<file path="config.mk">
export PLATFORM = sky130hd
export DESIGN_NAME = regfile_scoreboard
export DESIGN_NICKNAME = d
export VERILOG_FILES = /design/src/rtl/regfile_scoreboard.sv
export SDC_FILE = /design/constraint.sdc
export NUM_CORES = 2
export LEC_CHECK = 0
export ABC_AREA = 1
export BUFFER_PORTS_ARGS = -buffer_cell sky130_fd_sc_hd__buf_2
export CORE_MARGIN = 2
export CORE_UTILIZATION = 27
export CTS_CLUSTER_SIZE = 8
export DETAILED_ROUTE_END_ITERATION = 8
export MAX_ROUTING_LAYER = met4
export PLACE_DENSITY = 0.5
export SYNTH_ARGS = -nofsm -noshare
export SYNTH_HDL_FRONTEND = slang
export SYNTH_SLANG_ARGS = --single-unit
</file>
<file path="constraint.sdc">
create_clock -name clk -period 4.1 [get_ports clk]
set_clock_uncertainty 0.1 [all_clocks]
set_input_delay 0.41 -clock clk [delete_from_list [all_inputs] [get_ports clk]]
set_output_delay 0.41 -clock clk [all_outputs]
set_load 0.02 [all_outputs]
</file>
<file path="src/rtl/regfile_scoreboard.sv">
// regfile_scoreboard: integer register file with writeback bypass and per-register pending-write counters
module regfile_scoreboard #(
    parameter int NREG  = 32,
    parameter int XLEN  = 64,
    parameter int CNT_W = 2
) (
    input  logic            clk,
    input  logic            reset,
    input  logic [4:0]      ra1,
    input  logic [4:0]      ra2,
    output logic [XLEN-1:0] rd1,
    output logic [XLEN-1:0] rd2,
    output logic            busy1,
    output logic            busy2,
    input  logic            issue_valid,
    input  logic            issue_regwrite,
    input  logic [4:0]      issue_wa,
    output logic            issue_ready,
    input  logic            wb_regwrite,
    input  logic [4:0]      wb_wa,
    input  logic [XLEN-1:0] wb_result,
    input  logic            squash_valid,
    input  logic [4:0]      squash_wa,
    output logic            err
);
    localparam logic [CNT_W-1:0] CMAX = '1;
    logic [XLEN-1:0]  regs_q [NREG];
    logic [CNT_W-1:0] cnt_q  [NREG];
    logic [CNT_W-1:0] cnt_d  [NREG];
    logic [NREG-1:0]  inc, dwb, dsq, uf;
    logic             err_q, err_d, forced;
    for (genvar r = 0; r < NREG; r++) begin : g_cnt
        logic [CNT_W+1:0] sum;
        assign inc[r] = (r != 0) && issue_valid && issue_ready && issue_regwrite && issue_wa == 5'(r);
        assign dwb[r] = (r != 0) && wb_regwrite && wb_wa == 5'(r);
        assign dsq[r] = (r != 0) && squash_valid && squash_wa == 5'(r);
        assign sum = {2'b00, cnt_q[r]} + (CNT_W+2)'(inc[r]) - (CNT_W+2)'(dwb[r]) - (CNT_W+2)'(dsq[r]);
        assign uf[r] = sum[CNT_W+1];
        assign cnt_d[r] = uf[r] ? '0 : sum[CNT_W-1:0];
    end
    // A retire or squash of the same register this cycle frees a slot for a saturated counter
    assign issue_ready = !(issue_regwrite && issue_wa != 0 && cnt_q[issue_wa] == CMAX && !dwb[issue_wa] && !dsq[issue_wa]);
    assign forced = issue_valid && !issue_ready;
    assign err_d = err_q | (|uf) | forced;
    assign err = err_q;
    assign rd1 = ra1 == 0 ? '0 : (wb_regwrite && wb_wa == ra1) ? wb_result : regs_q[ra1];
    assign rd2 = ra2 == 0 ? '0 : (wb_regwrite && wb_wa == ra2) ? wb_result : regs_q[ra2];
    assign busy1 = ra1 != 0 && cnt_q[ra1] != CNT_W'(dwb[ra1]);
    assign busy2 = ra2 != 0 && cnt_q[ra2] != CNT_W'(dwb[ra2]);
    always_ff @(posedge clk) begin
        if (!reset) begin
            for (int i = 0; i < NREG; i++) begin
                regs_q[i] <= '0;
                cnt_q[i]  <= '0;
            end
            err_q <= 1'b0;
        end else begin
            if (wb_regwrite && wb_wa != 0) regs_q[wb_wa] <= wb_result;
            cnt_q <= cnt_d;
            err_q <= err_d;
        end
    end
endmodule
</file>
==> metrics.md <==
| Metric | Value |
|---|---|
| Count of input and output buffers | `~230` |
| Layout Nets | `13.0k` |
| CP Launch Point | `ra1[2]` |
| Critical R2R Capture | `err` |
| Clock root buffer | `clkbuf_16` |
| Max VDD drop | `298 uV` |
| Clock transition at the registers of the reported paths | `0.05 ns` |
| Via Count | `109k` |
| Wire length of the first global-routing pass | `830000 um` |
| Dpl hpwl | `333000 um` |
| Setup TNS Final | `-0.488 ns` |
| Pin count of the biggest net entering global routing | `151` |
| Clock sink total | `around 2.1k` |
| Post-DRT Antenna Nets | `0` |
| P_leak | `between 40 and 50 nW` |
| TritonCTS Buffers | `a little over 300` |
| Post-synth cell types | `45` |
| Worst R2R Start | `cnt_q[23]` |
| Yosys reg bits | `2111` |
| Slew headroom | `13.4%` |
| Vias in the first global route | `101k` |
| CP arrival | `3.79 ns` |
| Nature of the critical path startpoint | `input pin` |
| Syn_area_per_cell | `8.87 um^2` |
| Share of the synthesized area in the top cell type | `53.7%` |
| Max-slew violation count | `0` |
| Final wirelength | `607000 um` |
| Tightest Pin Transition | `1.30 ns` |
| Main synth FF type | `edfxtp_1` |
| Gr ovfl total | `0` |
| Critical path capture point type | `output pin` |
| RePlAce Congestion | `0.906` |
| CP endpoint | `rd1[7]` |
| DR DRC count | `0` |
| Largest area contributor in the netlist | `edfxtp_1` |
| P&R area growth vs syn | `16.6%` |
| R2R Setup Slk | `0.37 ns` |
| CTS tree | `done` |
| Post-synth top cells | `nor2_1, edfxtp_1, o21ai_0` |
| Initial core utilization | `27.1%` |
| Part of the Yosys area used for sequential elements | `54.8%` |
| Highest fanout seen on the critical path | `15` |
| Post-DR wirelength/cell | `approximately 33 um` |
| Worst Hold Class | `input pin to register` |
| Final setup viols | `4` |
| Delay-heaviest family, CP | `buffers and inverters` |
| Crit path time final | `4.30 ns` |
| Most common cell in the netlist | `nor2_1` |
| Final hold vios | `0` |
| GRT Total Usage | `28.1%` |
| Worst path slowest cell | `clkinv_2` |
| RSZ-0062 raised after global routing | `false` |
| Htree depth | `5` |
| Worst-path cell chain | `buf_8, nor2_2, inv_2, nor2_1, nand2_4, clkinv_2, buf_4, a21oi_1, buf_2` |
| Core footprint | `423000 um^2` |
| # Post-CTS Setup Buffers | `0` |
| WP depth | `9` |
| Drt pass-1 iters | `6` |
| WS Path Type | `input pin to output pin` |
| CP Buf/Inv Count | `5` |
| Ys Warns | `0` |
| Die X | `655 um` |
| Post-synth ARST share | `0%` |
| R2R depth | `26` |
| Final Cycle Share | `105%` |
| Mapped Cells | `12.9k` |
| Slowest Stage Delay on Critical Path | `0.63 ns` |
| Initial DRC Count | `18.3k` |
| Top post-synthesis cells by area | `edfxtp_1, nor2_1, o21ai_0` |
| # IOs | `roughly 230` |
| Clk Latency, worst-skew pair | `0.89 ns` |
| Share of layout cells above drive strength 1 | `9.68%` |
| EDFF count, synth | `2048` |
| Die Height | `655 um` |
| CTS max path bufs | `4` |
| Placement row count | `239` |
| Initial antenna violation count | `28` |
| CP Data Required Time | `between 3 and 4 ns` |
| Max-cap violations | `0` |
| Status | `finished with violations` |
| FMAX | `approximately 230 MHz` |
| DR vias/cell | `5.90` |
| Die ar. | `429000 um^2` |
| Worst slack, placed | `-0.232 ns` |
| Worst setup margin | `-0.195 ns` |
| Pwr per Cell Area | `428 nW/um^2` |
| Synthesized cell area | `roughly 110000 um^2` |
| Failing checks | `negative setup slack` |
final cells by class:
type                            count  area [um^2]
Timing Repair Buffer              795         7940
Multi-Input combinational cell   8629        43700
Fill cell                       43600       289000
Inverter                          954         3660
Clock buffer                      328         7860
Sequential cell                  2111        62800
Antenna cell                       18         45.0
Tap cell                         5663         7090
Clock inverter                     28          392
routing by layer:
| metal | global-route usage (%) | vias to the layer above | share of wire (%) |
|---|---|---|---|
| li1 | - | 45100 | - |
| met5 | - | - | 0 |
| met1 | 36.9 | 53700 | 39 |
| met3 | 5.89 | 1696 | 13 |
| met4 | 13.6 | 0 | 5.7 |
| met2 | 40.9 | 8801 | 43 |
what timing repair did:
item	CTS	global route
gates resized for setup	0	1
hold buffers	4	0
setup endpoints to repair	0	1
endpoints found under the hold margin	35	0
cell usage in the layout (no fill, tap or decap), types with 112 or more instances in the layout:
master     netlist  routed
nor2_1        2944    2942
edfxtp_1      2048    2048
o21ai_0       1755    1755
a21oi_1        936     936
inv_1          940     925
nand2_1        970     920
nand3_1        597     578
buf_4           16     372
o211ai_1       331     331
o221ai_1       319     319
clkbuf_16        0     311
a221oi_1       236     236
buf_2          326     215
buf_12           0     194
o22ai_1        112     112
where the power goes:
part / leakage, nW / switching [W] / internal, W
Sequential: 20.0 / 0.000556 / 0.0249
Combinational: 25.5 / 0.00609 / 0.00200
Clock: 4.04 / 0.0100 / 0.0136
through the flow:
stage	hold WS, ns	std cells	total power (W)	util [%]	area (um^2)
3_5_place_dp	0.500	18100	0.0336	29.6	125000
3_3_place_gp	0.474	18100	0.0336	29.6	125000
6_report	0.0472	18500	0.0571	31.6	133000
2_1_floorplan	0.470	13000	0.0296	-	115000
4_1_cts	0.0106	18500	0.0568	31.5	133000
5_1_grt	0.0724	18500	0.0582	31.6	133000
registers in the layout, summed over array words and instances, names as in the netlist:
name and flops:
regs_q 2048, err 1, cnt_q 62
worst min-delay path: cells and delay by family:
family | cells | cell delay (ns)
AND/OR/NAND/NOR | 1 | 0.15
buffers and inverters | 3 | 0.36
worst min-delay path by stage:
stage	start	to	slack, ns	depth (start not counted)
detailed placement	err	err	0.50	2
finish	wb_result[36]	regs_q[21][36]	0.05	4
CTS	wb_result[36]	regs_q[22][36]	0.01	4
floorplan	issue_valid	err	0.47	2
global route	wb_result[36]	regs_q[21][36]	0.07	4
global placement	err	err	0.47	2
logic make-up (layout without fill, tap and decap cells):
kind of cell,after synthesis,in the layout,share of synthesized area [%]
AND/OR/NAND/NOR,4574,4574,15.8
AO/OA/AOI/OAI,3866,3866,20.0
buffers and inverters,2235,2105,7.76
flip-flops,2111,2111,54.8
adder cells (fa/ha/maj),124,124,1.56
other,1,82,0.00328
XOR/XNOR,1,1,0.00765
No activity file was read; power rests on OpenSTA's default activity.
